===== src/rtl/router_pkg.sv =====
// Shared constants and helpers for the 1xN packet router.
package router_pkg;

  localparam logic [1:0] StIdle  = 2'd0;
  localparam logic [1:0] StLoad  = 2'd1;
  localparam logic [1:0] StDrop  = 2'd2;
  localparam logic [1:0] StCheck = 2'd3;

  localparam int unsigned ErrParity = 0;
  localparam int unsigned ErrLength = 1;

  // Destination field width; at least one bit even for a single port.
  function automatic int unsigned addr_w(input int unsigned n);
    return (n <= 2) ? 1 : $clog2(n);
  endfunction

endpackage


===== src/rtl/router_port_fifo.sv =====
// One output port of the router: FIFO with registered read data and a read-timeout flush.
module router_port_fifo #(
  parameter int unsigned DATA_W  = 8,
  parameter int unsigned DEPTH   = 16,
  parameter int unsigned TIMEOUT = 30
) (
  input  logic              clock_i,
  input  logic              reset_i,
  input  logic              wr_en_i,
  input  logic [DATA_W-1:0] wr_data_i,
  input  logic              rd_en_i,
  output logic              full_o,
  output logic              empty_o,
  output logic              flush_o,
  output logic [DATA_W-1:0] data_o
);

  localparam int unsigned PtrW = (DEPTH > 1) ? $clog2(DEPTH) : 1;
  localparam int unsigned CntW = $clog2(DEPTH + 1);
  localparam int unsigned TmoW = (TIMEOUT > 1) ? $clog2(TIMEOUT) : 1;

  logic [DATA_W-1:0] mem_q [DEPTH];
  logic [PtrW-1:0]   wr_ptr_q, wr_ptr_d;
  logic [PtrW-1:0]   rd_ptr_q, rd_ptr_d;
  logic [CntW-1:0]   count_q, count_d;
  logic [TmoW-1:0]   tmo_q, tmo_d;
  logic [DATA_W-1:0] data_q, data_d;
  logic              do_wr, do_rd;

  assign full_o  = (count_q == CntW'(DEPTH));
  assign empty_o = (count_q == '0);
  // A read on the expiry cycle rescues the port, so flush never coincides with a read.
  assign flush_o = !empty_o && !rd_en_i && (tmo_q == TmoW'(TIMEOUT - 1));
  assign do_wr   = wr_en_i && !full_o && !flush_o;
  assign do_rd   = rd_en_i && !empty_o;
  assign data_o  = data_q;

  always_comb begin
    wr_ptr_d = wr_ptr_q;
    rd_ptr_d = rd_ptr_q;
    count_d  = count_q;
    tmo_d    = tmo_q;
    data_d   = data_q;
    if (flush_o) begin
      wr_ptr_d = '0;
      rd_ptr_d = '0;
      count_d  = '0;
      tmo_d    = '0;
      data_d   = '0;
    end else begin
      if (do_wr) begin
        wr_ptr_d = (wr_ptr_q == PtrW'(DEPTH - 1)) ? '0 : wr_ptr_q + 1'b1;
      end
      if (do_rd) begin
        rd_ptr_d = (rd_ptr_q == PtrW'(DEPTH - 1)) ? '0 : rd_ptr_q + 1'b1;
        data_d   = mem_q[rd_ptr_q];
      end
      count_d = count_q + CntW'(do_wr) - CntW'(do_rd);
      tmo_d   = (empty_o || rd_en_i) ? '0 : tmo_q + 1'b1;
    end
  end

  always_ff @(posedge clock_i) begin
    if (do_wr) begin
      mem_q[wr_ptr_q] <= wr_data_i;
    end
  end

  always_ff @(posedge clock_i) begin
    if (reset_i) begin
      wr_ptr_q <= '0;
      rd_ptr_q <= '0;
      count_q  <= '0;
      tmo_q    <= '0;
      data_q   <= '0;
    end else begin
      wr_ptr_q <= wr_ptr_d;
      rd_ptr_q <= rd_ptr_d;
      count_q  <= count_d;
      tmo_q    <= tmo_d;
      data_q   <= data_d;
    end
  end

endmodule


===== src/rtl/router_1xn.sv =====
// 1xN byte-stream packet router: header-addressed steering into per-port FIFOs with
// parity/length checking, invalid-destination drop and timeout-flush recovery.
module router_1xn
  import router_pkg::*;
#(
  parameter int unsigned DATA_W  = 8,
  parameter int unsigned N_PORTS = 3,
  parameter int unsigned DEPTH   = 16,
  parameter int unsigned TIMEOUT = 30
) (
  input  logic                      clock,
  input  logic                      reset,
  input  logic                      pkt_valid,
  input  logic [DATA_W-1:0]         data_in,
  output logic                      busy,
  input  logic [N_PORTS-1:0]        read_enb,
  output logic [N_PORTS-1:0]        valid_out,
  output logic [N_PORTS*DATA_W-1:0] data_out,
  output logic [1:0]                error,
  output logic [7:0]                drop_count
);

  localparam int unsigned ADDR_W = addr_w(N_PORTS);
  localparam int unsigned LenW   = DATA_W - ADDR_W;
  localparam int unsigned CntW   = LenW + 1;

  logic [1:0]         state_q, state_d;
  logic [ADDR_W-1:0]  dest_q, dest_d;
  logic [LenW-1:0]    len_q, len_d;
  logic [CntW-1:0]    paycnt_q, paycnt_d;
  logic [DATA_W-1:0]  parity_q, parity_d;
  logic [1:0]         error_q, error_d;
  logic [7:0]         drop_q, drop_d;

  logic [N_PORTS-1:0] full, empty, flush, wr_en;
  logic [ADDR_W-1:0]  hdr_dest;
  logic [LenW-1:0]    hdr_len;
  logic               hdr_ok, hdr_port_busy, dest_full, dest_flush;

  assign hdr_dest   = data_in[ADDR_W-1:0];
  assign hdr_len    = data_in[DATA_W-1:ADDR_W];
  assign hdr_ok     = (32'(hdr_dest) < N_PORTS);
  assign valid_out  = ~empty;
  assign error      = error_q;
  assign drop_count = drop_q;

  always_comb begin
    hdr_port_busy = 1'b0;
    dest_full     = 1'b0;
    dest_flush    = 1'b0;
    for (int unsigned i = 0; i < N_PORTS; i++) begin
      if (hdr_dest == ADDR_W'(i)) hdr_port_busy = !empty[i];
      if (dest_q == ADDR_W'(i)) begin
        dest_full  = full[i];
        dest_flush = flush[i];
      end
    end
  end

  // One packet per FIFO: a header waits until its port has fully drained.
  always_comb begin
    busy = 1'b0;
    case (state_q)
      StIdle:  busy = pkt_valid && hdr_ok && hdr_port_busy;
      StLoad:  busy = dest_full;
      StDrop:  busy = 1'b0;
      StCheck: busy = 1'b1;
      default: busy = 1'b0;
    endcase
  end

  always_comb begin
    wr_en = '0;
    for (int unsigned i = 0; i < N_PORTS; i++) begin
      if (state_q == StIdle && pkt_valid && !busy && hdr_dest == ADDR_W'(i)) wr_en[i] = 1'b1;
      if (state_q == StLoad && !busy && dest_q == ADDR_W'(i)) wr_en[i] = 1'b1;
    end
  end

  always_comb begin
    state_d  = state_q;
    dest_d   = dest_q;
    len_d    = len_q;
    paycnt_d = paycnt_q;
    parity_d = parity_q;
    error_d  = error_q;
    drop_d   = drop_q;
    case (state_q)
      StIdle: begin
        if (pkt_valid && !busy) begin
          if (!hdr_ok) begin
            state_d = StDrop;
            if (drop_q != 8'hFF) drop_d = drop_q + 8'd1;
          end else begin
            state_d  = StLoad;
            dest_d   = hdr_dest;
            len_d    = hdr_len;
            paycnt_d = '0;
            parity_d = data_in;
            error_d  = 2'b00;
          end
        end
      end
      StLoad: begin
        if (dest_flush) begin
          // The packet's FIFO was just emptied; discard whatever of it is still to come.
          error_d[ErrLength] = 1'b1;
          state_d = (!busy && !pkt_valid) ? StIdle : StDrop;
        end else if (!busy) begin
          // Folding the parity beat in leaves zero when it matches.
          parity_d = parity_q ^ data_in;
          if (pkt_valid) begin
            if (paycnt_q != '1) paycnt_d = paycnt_q + 1'b1;
          end else begin
            state_d = StCheck;
          end
        end
      end
      StDrop: begin
        if (!pkt_valid) state_d = StIdle;
      end
      StCheck: begin
        error_d[ErrParity] = |parity_q;
        error_d[ErrLength] = (paycnt_q != {1'b0, len_q});
        state_d = StIdle;
      end
      default: state_d = StIdle;
    endcase
  end

  always_ff @(posedge clock) begin
    if (reset) begin
      state_q  <= StIdle;
      dest_q   <= '0;
      len_q    <= '0;
      paycnt_q <= '0;
      parity_q <= '0;
      error_q  <= 2'b00;
      drop_q   <= 8'd0;
    end else begin
      state_q  <= state_d;
      dest_q   <= dest_d;
      len_q    <= len_d;
      paycnt_q <= paycnt_d;
      parity_q <= parity_d;
      error_q  <= error_d;
      drop_q   <= drop_d;
    end
  end

  for (genvar i = 0; i < N_PORTS; i++) begin : g_port
    router_port_fifo #(
      .DATA_W  (DATA_W),
      .DEPTH   (DEPTH),
      .TIMEOUT (TIMEOUT)
    ) u_fifo (
      .clock_i   (clock),
      .reset_i   (reset),
      .wr_en_i   (wr_en[i]),
      .wr_data_i (data_in),
      .rd_en_i   (read_enb[i]),
      .full_o    (full[i]),
      .empty_o   (empty[i]),
      .flush_o   (flush[i]),
      .data_o    (data_out[i*DATA_W +: DATA_W])
    );
  end

endmodule


===== config.mk =====
export PLATFORM = sky130hd
export DESIGN_NAME = router_1xn
export DESIGN_NICKNAME = d
export VERILOG_FILES = /design/src/rtl/router_pkg.sv /design/src/rtl/router_port_fifo.sv /design/src/rtl/router_1xn.sv
export SDC_FILE = /design/constraint.sdc
export NUM_CORES = 1
export LEC_CHECK = 0
export ABC_CLOCK_PERIOD_IN_PS = 7020
export CAP_MARGIN = 40
export CELL_PAD_IN_SITES_DETAIL_PLACEMENT = 0
export CELL_PAD_IN_SITES_GLOBAL_PLACEMENT = 1
export CORE_UTILIZATION = 45
export CTS_CLUSTER_DIAMETER = 50
export DETAILED_ROUTE_END_ITERATION = 7
export GPL_TIMING_DRIVEN = 0
export MAX_ROUTING_LAYER = met4
export PLACE_DENSITY_LB_ADDON = 0.25
export SLEW_MARGIN = 20
export SYNTH_ARGS = -nofsm -noshare
export SYNTH_HDL_FRONTEND = slang
export SYNTH_SLANG_ARGS = --single-unit

===== constraint.sdc =====
create_clock -name clock -period 7.02 [get_ports clock]
set_clock_uncertainty 0.05 [all_clocks]
set_input_delay 1.053 -clock clock [delete_from_list [all_inputs] [get_ports clock]]
set_output_delay 1.053 -clock clock [all_outputs]
set_load 0.02 [all_outputs]

==> impl_summary.txt <==
----------------------------------------------------
[Finish]
  Sequential cell area in the final layout ... 0.0138 mm2
  Multi-input gate area in the final layout ... 0.00641 mm2
  Layout net count ... 1473
  Synth-to-layout area growth ... 15.5%
  Antenna diode count ... 0
  Post-route insts no fill ... 2057
  Fraction of layout instances using a drive strength above 1 ... 0.179
  Layout filler cell count ... 3736

[Synthesis]
  Number of enable-type register cells in the synthesized netlist ... 384
  Mapped Area ... 0.0206 mm2
  Synth Area per Inst ... 15.9 um2
  Biggest area consumer among synthesized cells ... sky130_fd_sc_hd__edfxtp_1
  Leading post-synthesis cells by cell area ... sky130_fd_sc_hd__edfxtp_1, sky130_fd_sc_hd__mux4_2, sky130_fd_sc_hd__dfxtp_1, sky130_fd_sc_hd__ha_1, sky130_fd_sc_hd__nand2_1
  Net count after synthesis ... 1354
  Synth top area share ... 0.559
  Synth warn ... 0
  Share of synthesized registers carrying an async set or reset ... 0
  Number of distinct library cells after synthesis ... 65
  Sequential-to-total area share from yosys stat ... 0.669
  Number of instances in the synthesized netlist ... 1296
  Post-synthesis sequential element count ... 497
  Top_reg_cell synth ... sky130_fd_sc_hd__edfxtp_1

[Setup path]
  Critical Path RT ... 5920 ps
  Setup crit end kind ... output port
  Type of origin of the critical path ... input port
  Class of the most critical setup path ... in -> out
  Critical path fanouts, max ... 35
  Worst EP arrival ... 4140 ps

[Place]
  RD Place Congestion ... 0.788
  Inst Count DP ... 1957
  Number of I/O port buffers ... 51
  Half-perimeter wire length of the detailed placement result ... 30300 um

[CTS]
  CTS sink cnt ... 497
  Total setup buffers inserted after CTS ... 0
  TritonCTS clock tree ... done
  Maximum buffer depth of the clock tree ... 3
  Number of H-tree levels ... 2
  Number of instances resized during post-cts repair ... 0
  Number of buffers inserted by hold repair at cts ... 0
  Root cell of the clock tree ... sky130_fd_sc_hd__clkbuf_16
  Source-to-sink clock delay at the later pin of the worst-skew pair ... 600 ps
  TritonCTS Buffers ... 55
  Clock edge transition at the registers on the reported setup and hold paths ... 50 ps

[STA]
  Final-layout setup total negative slack ... 0 ps
  Worst Tran Pin Value ... 793 ps
  Top achievable clock speed ... 191 MHz
  Unrepaired setup endpoints after global routing ... false
  Final number of max-transition violations ... 0
  Part of the cycle the worst path needs ... 0.746
  Relative slew margins ... 0.469
  Number of setup violations in the final report ... 0
  Final Hold Violating Endpoints ... 0
  Final critical path time including I/O delays and setup ... 5240 ps

[Power]
  Post-route total power ... 7.93 mW
  Worst IR drop on VDD ... 0.000173 V
  Total power density per cell area ... 333 mW/mm2
  Leakage power total ... 7.90 nW

[Outcome]
  Status ... finished, final reports clean

[Routing]
  Total DRC errors in the routed layout ... 0
  Remaining antenna violation count after routing ... 0
  Via count ... 11500
  Aggregate routed wire length ... 45800 um
  Via count normalized by instance count ... 5.59
  Detailed-router iteration count before antenna repair ... 5
  Average wire per cell in the routed design ... 22.3 um
  Iteration-0 DRC count of the detailed router ... 836

[Die]
  Floorplan die height ... 216 um
  Core area ... 0.0453 mm2
  Effective utilization at floorplan ... 0.455
  Area of the die ... 0.0467 mm2
  Core Rows ... 78
  Number of top-level pins ... 52
  Chip Width ... 216 um

[Run]
  Max Cap Viol ... 0

[GRT]
  Global-route wire length before repair ... 70100 um
  Global routing usage summed across all routing layers ... 0.207
  Initial antenna violation count ... 0
  Pin count of the biggest net entering global routing ... 42
  Overflow after GRT ... 0
  Number of global-route vias before repair ... 11600

[Min path]
  Worst min-delay path category ... reg -> reg

----------------------------------------------------
[kinds of logic (layout without fill, tap and decap cells)]
kind of cell / Yosys count / after routing / synth area share
compound gates: 135 / 135 / 0.0421
flops: 497 / 497 / 0.669
fa+ha+maj: 44 / 44 / 0.0278
xor+xnor: 32 / 32 / 0.0136
buf+inv: 111 / 272 / 0.0212
mux: 132 / 132 / 0.137
simple gates: 345 / 345 / 0.0895
[state kept, by name, indices dropped and copies added (netlist names)]
name,count
g_port.u_fifo.rd_ptr_q,12
paycnt_q,7
g_port.u_fifo.data_o,24
drop_count,8
state_q,2
parity_q,8
g_port.u_fifo.mem_q,384
g_port.u_fifo.tmo_q,15
error,2
g_port.u_fifo.count_q,15
g_port.u_fifo.wr_ptr_q,12
dest_q,2
len_q,6
[worst paths after layout]
check                           endpoint                        start  depth (start not counted)  slack, ps
max                                 busy                   data_in[0]                          9       1780
max reg2reg  g_port[0].u_fifo.count_q[4]  g_port[0].u_fifo.count_q[2]                         13       3240
min reg2reg   g_port[2].u_fifo.data_o[3]   g_port[2].u_fifo.data_o[3]                          2        400
min           g_port[2].u_fifo.data_o[3]   g_port[2].u_fifo.data_o[3]                          2        400
[cell type report]
class                      count  share of cell area
clock inverter                33              0.0138
inverter                      48             0.00756
buffer                        63              0.0108
clock buffer                  66              0.0612
timing repair buffer          62              0.0273
multi-input combinational    688               0.269
sequential                   497               0.579
tap                          600              0.0315
[metal layers]
layer	vias to the layer above	part of all wire	track usage
li1	5309	-	-
met1	5876	0.46	0.287
met2	253	0.47	0.320
met3	68	0.048	0.0295
met4	0	0.023	0.0606
met5	-	0	-
[report_power, final]
part | internal, mW | switching [mW] | total, mW
registers | 3.30 | 0.0976 | 3.40
logic | 0.746 | 0.927 | 1.67
clock network | 1.70 | 1.16 | 2.86
total | 5.74 | 2.19 | 7.93
[metrics by stage]
step / instance area (um2) / hold slack, ps / utilization / worst slack (ps)
floorplan: 20600 / 383 / - / 3450
global placement: 21900 / 391 / 0.483 / 552
detailed placement: 22000 / 394 / 0.487 / 1860
CTS: 23800 / 401 / 0.526 / 1850
global route: 23800 / 415 / 0.526 / 1630
finish: 23800 / 400 / 0.526 / 1780
[synth_stat cells (12+ instances only)]
cell type,number
sky130_fd_sc_hd__a21oi_1,60
sky130_fd_sc_hd__and2_1,13
sky130_fd_sc_hd__and3_1,43
sky130_fd_sc_hd__buf_2,16
sky130_fd_sc_hd__clkbuf_1,42
sky130_fd_sc_hd__dfxtp_1,113
sky130_fd_sc_hd__edfxtp_1,384
sky130_fd_sc_hd__ha_1,41
sky130_fd_sc_hd__inv_1,45
sky130_fd_sc_hd__mux4_2,120
sky130_fd_sc_hd__nand2_1,106
sky130_fd_sc_hd__nand3_1,25
sky130_fd_sc_hd__nand4_1,12
sky130_fd_sc_hd__nor2_1,56
sky130_fd_sc_hd__nor2b_1,12
sky130_fd_sc_hd__nor3_1,16
sky130_fd_sc_hd__o21ai_0,14
sky130_fd_sc_hd__or3_1,13
sky130_fd_sc_hd__xnor2_1,13
sky130_fd_sc_hd__xor2_1,19
[cell usage in the layout, fill, tap and decap left out, types with 19 or more instances in the layout]
master and count:
sky130_fd_sc_hd__a21oi_1 60, sky130_fd_sc_hd__and3_1 43, sky130_fd_sc_hd__buf_2 24, sky130_fd_sc_hd__clkbuf_1 49, sky130_fd_sc_hd__clkbuf_16 55, sky130_fd_sc_hd__clkdlybuf4s50_1 43
sky130_fd_sc_hd__dfxtp_1 113, sky130_fd_sc_hd__edfxtp_1 384, sky130_fd_sc_hd__ha_1 41, sky130_fd_sc_hd__inv_1 45, sky130_fd_sc_hd__mux4_2 120, sky130_fd_sc_hd__nand2_1 106
sky130_fd_sc_hd__nand3_1 25, sky130_fd_sc_hd__nor2_1 56, sky130_fd_sc_hd__xor2_1 19
[worst max-delay path: stages]
cell and delay [ps]:
sky130_fd_sc_hd__buf_2 360, sky130_fd_sc_hd__buf_12 260, sky130_fd_sc_hd__clkbuf_1 410, sky130_fd_sc_hd__nand2b_1 200
sky130_fd_sc_hd__o22ai_1 80, sky130_fd_sc_hd__o21ai_0 450, sky130_fd_sc_hd__clkbuf_1 490, sky130_fd_sc_hd__nand3_1 200
sky130_fd_sc_hd__clkdlybuf4s50_1 590
Power figures use the tool's default switching activity.
